### config.mk
export PLATFORM = sky130hd
export DESIGN_NAME = sddr_init_seq
export DESIGN_NICKNAME = d
export VERILOG_FILES = /design/src/rtl/sddr_init_seq.sv
export SDC_FILE = /design/constraint.sdc
export NUM_CORES = 1
export LEC_CHECK = 0
export CORE_ASPECT_RATIO = 1.4
export CORE_MARGIN = 3
export CORE_UTILIZATION = 50
export DETAILED_ROUTE_END_ITERATION = 6
export MAX_ROUTING_LAYER = met4
export PLACE_DENSITY = 0.8
export SETUP_SLACK_MARGIN = 0.5
export SLEW_MARGIN = 20
export SYNTH_ARGS = -nofsm -noshare
export SYNTH_HDL_FRONTEND = slang
export SYNTH_SLANG_ARGS = --single-unit
### constraint.sdc
create_clock -name in_ddr_clock_i -period 3.4 [get_ports in_ddr_clock_i]
set_input_delay 0.68 -clock in_ddr_clock_i [delete_from_list [all_inputs] [get_ports in_ddr_clock_i]]
set_output_delay 0.68 -clock in_ddr_clock_i [all_outputs]
set_load 0.05 [all_outputs]
### src/rtl/sddr_init_seq.sv
// sddr_init_seq
// DDR3 power-up initialization sequencer. It sits in front of the PHY
// command inputs and steps through the JEDEC power-up sequence:
//   reset -> CKE -> MR2 -> MR3 -> MR1 -> MR0 -> ZQCL
// When the sequence finishes it raises init_done_o, and the command
// scheduler then takes over the command bus.
//
// Ports:
//   in_ddr_clock_i   DDR clock (the same clock as the PHY command flops)
//   in_ddr_reset_i   asynchronous active-high reset
//   retrain_i        one-cycle pulse that restarts the sequence (only in DONE)
//   ddr_reset_n_o    DDR RESET# to the PHY
//   phy_reset_n_o    PHY reset
//   ctl_*_o          command pins: cke, cs_n, ras_n, cas_n, we_n, odt,
//                    addr, ba
//   init_done_o      high once initialization is complete
//   busy_o           inverse of init_done_o
module sddr_init_seq #(
  parameter int BANK_BITS = 3,
  parameter int ROW_BITS  = 13,
  parameter int DATA_BITS = 16,
  parameter int T_RESET   = 100000,
  parameter int T_CKE     = 250000,
  parameter int T_XPR     = 64,
  parameter int T_MRD     = 4,
  parameter int T_MOD     = 12,
  parameter int T_ZQINIT  = 512,
  localparam int AW = ROW_BITS + $clog2(DATA_BITS / 8),
  parameter logic [AW-1:0] MR0_VAL = '0,
  parameter logic [AW-1:0] MR1_VAL = '0,
  parameter logic [AW-1:0] MR2_VAL = '0,
  parameter logic [AW-1:0] MR3_VAL = '0
) (
  input  logic                 in_ddr_clock_i,
  input  logic                 in_ddr_reset_i,
  input  logic                 retrain_i,
  output logic                 ddr_reset_n_o,
  output logic                 phy_reset_n_o,
  output logic                 ctl_cke_o,
  output logic                 ctl_cs_n_o,
  output logic                 ctl_ras_n_o,
  output logic                 ctl_cas_n_o,
  output logic                 ctl_we_n_o,
  output logic                 ctl_odt_o,
  output logic [AW-1:0]        ctl_addr_o,
  output logic [BANK_BITS-1:0] ctl_ba_o,
  output logic                 init_done_o,
  output logic                 busy_o
);

  function automatic int max2(input int a, input int b);
    return (a > b) ? a : b;
  endfunction

  localparam int T_MAX = max2(max2(max2(T_RESET, T_CKE), max2(T_XPR, T_MRD)),
                              max2(T_MOD, T_ZQINIT));
  localparam int CW = (T_MAX > 1) ? $clog2(T_MAX) : 1;

  typedef enum logic [3:0] {
    S_RESET_WAIT, S_CKE_WAIT, S_XPR_WAIT, S_MRS2, S_MRS3,
    S_MRS1, S_MRS0, S_ZQCL, S_DONE
  } state_t;

  // Value loaded into the counter on entry to each state. A state lasts
  // exactly T cycles because it is left when the counter reaches zero.
  function automatic logic [CW-1:0] load_of(input state_t s);
    case (s)
      S_RESET_WAIT: return CW'(T_RESET - 1);
      S_CKE_WAIT:   return CW'(T_CKE - 1);
      S_XPR_WAIT:   return CW'(T_XPR - 1);
      S_MRS2,
      S_MRS3,
      S_MRS1:       return CW'(T_MRD - 1);
      S_MRS0:       return CW'(T_MOD - 1);
      S_ZQCL:       return CW'(T_ZQINIT - 1);
      default:      return '0;
    endcase
  endfunction

  state_t state_q, state_d, state_next;
  logic [CW-1:0] cnt_q, cnt_d;

  always_ff @(posedge in_ddr_clock_i or posedge in_ddr_reset_i) begin
    if (in_ddr_reset_i) begin
      state_q <= S_RESET_WAIT;
      cnt_q   <= CW'(T_RESET - 1);
    end else begin
      state_q <= state_d;
      cnt_q   <= cnt_d;
    end
  end

  always_comb begin
    state_d    = state_q;
    cnt_d      = cnt_q;
    state_next = state_q;
    case (state_q)
      S_RESET_WAIT: state_next = S_CKE_WAIT;
      S_CKE_WAIT:   state_next = S_XPR_WAIT;
      S_XPR_WAIT:   state_next = S_MRS2;
      S_MRS2:       state_next = S_MRS3;
      S_MRS3:       state_next = S_MRS1;
      S_MRS1:       state_next = S_MRS0;
      S_MRS0:       state_next = S_ZQCL;
      S_ZQCL:       state_next = S_DONE;
      default:      state_next = S_DONE;
    endcase
    if (state_q == S_DONE) begin
      if (retrain_i) begin
        state_d = S_RESET_WAIT;
        cnt_d   = load_of(S_RESET_WAIT);
      end
    end else if (cnt_q == '0) begin
      state_d = state_next;
      cnt_d   = load_of(state_next);
    end else begin
      cnt_d = cnt_q - 1'b1;
    end
  end

  // Output decode from the current state. The decoded values are registered
  // one cycle later, so the pins follow the state register by one edge.
  logic                 first_cyc;
  logic                 ddr_rst_n_d, phy_rst_n_d, cke_d, cs_n_d, ras_n_d;
  logic                 cas_n_d, we_n_d, done_d;
  logic [AW-1:0]        addr_d;
  logic [BANK_BITS-1:0] ba_d;

  always_comb begin
    ddr_rst_n_d = 1'b1;
    phy_rst_n_d = 1'b1;
    cke_d       = 1'b1;
    cs_n_d      = 1'b0;   // NOP by default
    ras_n_d     = 1'b1;
    cas_n_d     = 1'b1;
    we_n_d      = 1'b1;
    addr_d      = '0;
    ba_d        = '0;
    done_d      = 1'b0;
    // The counter still holds its load value only in the first cycle of
    // the state. This also holds when T=1.
    first_cyc   = (cnt_q == load_of(state_q));
    case (state_q)
      S_RESET_WAIT: begin
        ddr_rst_n_d = 1'b0;
        phy_rst_n_d = 1'b0;
        cke_d       = 1'b0;
        cs_n_d      = 1'b1;
      end
      S_CKE_WAIT: begin
        cke_d  = 1'b0;
        cs_n_d = 1'b1;
      end
      S_MRS2, S_MRS3, S_MRS1, S_MRS0: begin
        if (first_cyc) begin
          ras_n_d = 1'b0;
          cas_n_d = 1'b0;
          we_n_d  = 1'b0;
          case (state_q)
            S_MRS2:  begin ba_d = BANK_BITS'(2); addr_d = MR2_VAL; end
            S_MRS3:  begin ba_d = BANK_BITS'(3); addr_d = MR3_VAL; end
            S_MRS1:  begin ba_d = BANK_BITS'(1); addr_d = MR1_VAL; end
            default: begin ba_d = BANK_BITS'(0); addr_d = MR0_VAL; end
          endcase
        end
      end
      S_ZQCL: begin
        if (first_cyc) begin
          we_n_d     = 1'b0;
          addr_d[10] = 1'b1;   // A10=1 selects the long calibration (ZQCL)
        end
      end
      S_DONE:  done_d = 1'b1;
      default: ;
    endcase
  end

  always_ff @(posedge in_ddr_clock_i or posedge in_ddr_reset_i) begin
    if (in_ddr_reset_i) begin
      ddr_reset_n_o <= 1'b0;
      phy_reset_n_o <= 1'b0;
      ctl_cke_o     <= 1'b0;
      ctl_cs_n_o    <= 1'b1;
      ctl_ras_n_o   <= 1'b1;
      ctl_cas_n_o   <= 1'b1;
      ctl_we_n_o    <= 1'b1;
      ctl_addr_o    <= '0;
      ctl_ba_o      <= '0;
      init_done_o   <= 1'b0;
      busy_o        <= 1'b1;
    end else begin
      ddr_reset_n_o <= ddr_rst_n_d;
      phy_reset_n_o <= phy_rst_n_d;
      ctl_cke_o     <= cke_d;
      ctl_cs_n_o    <= cs_n_d;
      ctl_ras_n_o   <= ras_n_d;
      ctl_cas_n_o   <= cas_n_d;
      ctl_we_n_o    <= we_n_d;
      ctl_addr_o    <= addr_d;
      ctl_ba_o      <= ba_d;
      init_done_o   <= done_d;
      busy_o        <= ~done_d;
    end
  end

  // ODT is never used during initialization.
  assign ctl_odt_o = 1'b0;

endmodule

==> summary.txt <==
Synth
  – EDFF count, synth: 0
  – Synth Cell Area: 2340 µm²
  – Seq/Total Area, Yosys: 0.350
  – Async set-reset flop share out of synthesis: 1.00
  – Synth top area cells: dfrtp_1, dfstp_2, buf_4
  – Syn_area_per_cell: 8.50 µm²
  – Top cell type's share of synthesized area: 0.193
  – Netlist cell types: 60
  – Top_reg_cell synth: dfrtp_1
  – Gate Count Post-Synth: 275
  – Top cell type by total area after synthesis: dfrtp_1
  – YS warnings: 0
  – Post-synthesis register bit count: 32

Route
  – DRC: 0
  – Vias/cell: 6.27
  – Vias: 2133
  – DR iter-0 viols: 233
  – Drt pass-1 iters: 6
  – Routed len/inst: 16.9 µm
  – Antenna-violating nets left: 0
  – Final WL: 5.74 mm

Floorplanning
  – Starting density of the core: 0.534
  – DIE HEIGHT: 86.9 µm
  – Die Area: 5550 µm²
  – Die X: 63.8 µm
  – Row count: 28
  – Core Footprint: 4380 µm²
  – I/O Pins: 30

Timing
  – RSZ-0062 raised after global routing: false
  – Tmin final: 2.62 ns
  – Max Clk Rate: 382 MHz
  – Worst clock skew: 0.00449 ns
  – Hold Vio Cnt, Final: 0
  – Slew HR: 0.357
  – Setup TNS: 0 ns
  – Worst-Margin Slew: 0.958 ns
  – Final period utilization: 0.770
  – Final setup fails: 0
  – Max Slew Vio Count: 0

Clock tree
  – CTS tree: done
  – # clock sinks: 32
  – Skew-Pair Late Insertion Delay: 0.28 ns
  – Clock Tree Buf Depth: 2
  – H-tree depth: 2
  – Root Driver: clkbuf_8
  – Number of setup buffers added after CTS: 0
  – CTS buffer count: 5
  – Post-CTS sizing: 0
  – Clock Pin Slew Worst Setup and Hold Paths: 0.07 ns
  – Hold Buf Count CTS: 0

Global routing
  – First-pass GRT wire length: 9.48 mm
  – All-layer global routing usage: 0.226
  – Initial antenna violation count: 0
  – Largest net degree at the start of global routing: 28
  – Vias in the first global route: 1946
  – GR Overflow Total: 0

Worst setup path
  – Worst reg2reg startpoint: cnt_q[5]$_DFFE_PP0P_
  – Worst setup SP type: flop
  – Crit Path Class: reg -> reg
  – Critical Path AT: 2.79 ns
  – CP Cell Sequence: nor4_1 -> nand3_1 -> o21ai_1 -> o21ai_0 -> a221o_1
  – Worst setup EP type: flop
  – R2r setup slk: 0.78 ns
  – Slowest stage delay, CP: 0.66 ns
  – Crit path from: cnt_q[5]$_DFFE_PP0P_
  – Reg2reg end: cnt_q[5]$_DFFE_PP0P_
  – CP max stage cell: nor4_1
  – R2r worst-path depth: 5
  – Worst Setup EP: cnt_q[5]$_DFFE_PP0P_
  – CP Max Fanout: 10
  – CP required: 3.57 ns

Outcome
  – Status: finished clean

Placement
  – RD Place Congestion: 0.957
  – DP HPWL: 4.28 mm
  – Port-buffer cells: 14
  – Area after DPL: 2430 µm²
  – Placed Cells: 332

Job
  – Max-cap violation count: 0

Power
  – Peak supply drop: 192 µV
  – PwrDens: 293 nW/µm²
  – Total power: 741 µW
  – Leakage power figure: 0.000948 µW

Final layout
  – Filler instances: 403
  – Synth-to-Final Area Change: 7.97%
  – Final Net Count: 288
  – Layout cell share with drive strength beyond 1: 0.132
  – Post-route cell area: 2520 µm²
  – Finished Layout Cells: 340
  – Ant. Diodes: 0

Hold path
  – Worst hold path class: reg -> reg
[cells in the mapped netlist, types with 6 or more instances]
cell type  number
o21ai_0        12
nand2_1        18
nor4_1          9
dfstp_2        14
o21a_1          8
ha_1            6
dfrtp_1        18
a21oi_1        12
nor2_1         21
buf_4          17
clkbuf_1       16
inv_1          10
o31ai_1         6
nor3_1         15
nand2b_1        6
or3_1           6
[state kept, by name, summed over array words and instances (netlist names)]
name / count
busy_o: 1
cnt_q: 18
ctl_addr_o: 1
ctl_ba_o: 2
ctl_cas_n_o: 1
ctl_cke_o: 1
ctl_cs_n_o: 1
ctl_we_n_o: 1
init_done_o: 1
phy_reset_n_o: 1
state_q: 4
[placed cells by master (no fill, tap or decap), drive strengths merged, types with 3 or more instances in the layout]
cell type and instances:
o21ai 14, dfstp 14, o21a 8, nor3 15, o31ai 6, a21oi 12, conb 15, or3b 3
and2 5, o22ai 5, clkdlybuf4s50 14, nand2 18, mux2i 4, nor2b 5, inv 9, a211o 3
nand3 3, clkbuf 6, nor2 22, o31a 3, nor4 9, or4 5, or3 7, nand2b 6
buf 5, ha 6, a211oi 5, clkinv 3, dfrtp 18
[final cells by class]
cell class              count  area (µm²)  area share
multi-input cells         211        1320       0.524
clock buffers               6        82.6      0.0327
repair buffers             19         178      0.0704
clock inverters             2        10.0     0.00396
flip-flops and latches     32         818       0.324
well taps                  60        75.1      0.0297
inverters                  10        37.5      0.0149
[stage by stage]
| stage | hold slack, ns | utilization | setup slack (ns) |
|---|---|---|---|
| after floorplan | 0.477 | - | 0.970 |
| after global placement | 0.491 | 0.555 | 0.772 |
| after detailed placement | 0.506 | 0.555 | 0.621 |
| after CTS | 0.516 | 0.576 | 0.582 |
| after global routing | 0.552 | 0.577 | 0.555 |
| final | 0.515 | 0.577 | 0.782 |
[how the worst min path moves through the flow]
| stage | from | slack (ns) | to | cells after the start |
|---|---|---|---|---|
| 2_1_floorplan | cnt_q[16]$_DFFE_PP1P_ | 0.48 | cnt_q[16]$_DFFE_PP1P_ | 2 |
| 3_3_place_gp | cnt_q[16]$_DFFE_PP1P_ | 0.49 | cnt_q[16]$_DFFE_PP1P_ | 2 |
| 3_5_place_dp | cnt_q[16]$_DFFE_PP1P_ | 0.51 | cnt_q[16]$_DFFE_PP1P_ | 2 |
| 4_1_cts | cnt_q[16]$_DFFE_PP1P_ | 0.52 | cnt_q[16]$_DFFE_PP1P_ | 2 |
| 5_1_grt | cnt_q[16]$_DFFE_PP1P_ | 0.55 | cnt_q[16]$_DFFE_PP1P_ | 2 |
| 6_report | cnt_q[16]$_DFFE_PP1P_ | 0.52 | cnt_q[16]$_DFFE_PP1P_ | 2 |
[critical path: cells and delay by family (launching register included)]
family	cells	cell delay [ns]
simple gates	2	1.14
flops	1	0.49
compound gates	3	0.88
[cells by family (layout without fill, tap and decap cells)]
kind of cell,after synthesis,count (layout),synth area share
AO/OA/AOI/OAI,77,77,0.230
XOR/XNOR,2,2,0.00749
adder cells (fa/ha/maj),6,6,0.0321
buffers and inverters,46,37,0.108
flip-flops,32,32,0.350
multiplexers,5,5,0.0219
other,1,15,0.00160
AND/OR/NAND/NOR,106,106,0.249
[report_power, final]
| part | total [µW] | internal, µW | switching (µW) |
|---|---|---|---|
| logic | 51.5 | 5.71 | 45.8 |
| registers | 386 | 384 | 2.35 |
| clock network | 303 | 161 | 142 |
[per-layer routing]
layer  vias to the layer above  GRT usage  wire length, µm
met1                      1005      0.263             2200
met2                       111      0.365             2890
li1                        989          -                -
met3                        28     0.0388              384
met4                         0      0.132              267
met5                         -          -                0
Note: power is estimated with default switching activity, not from simulation.
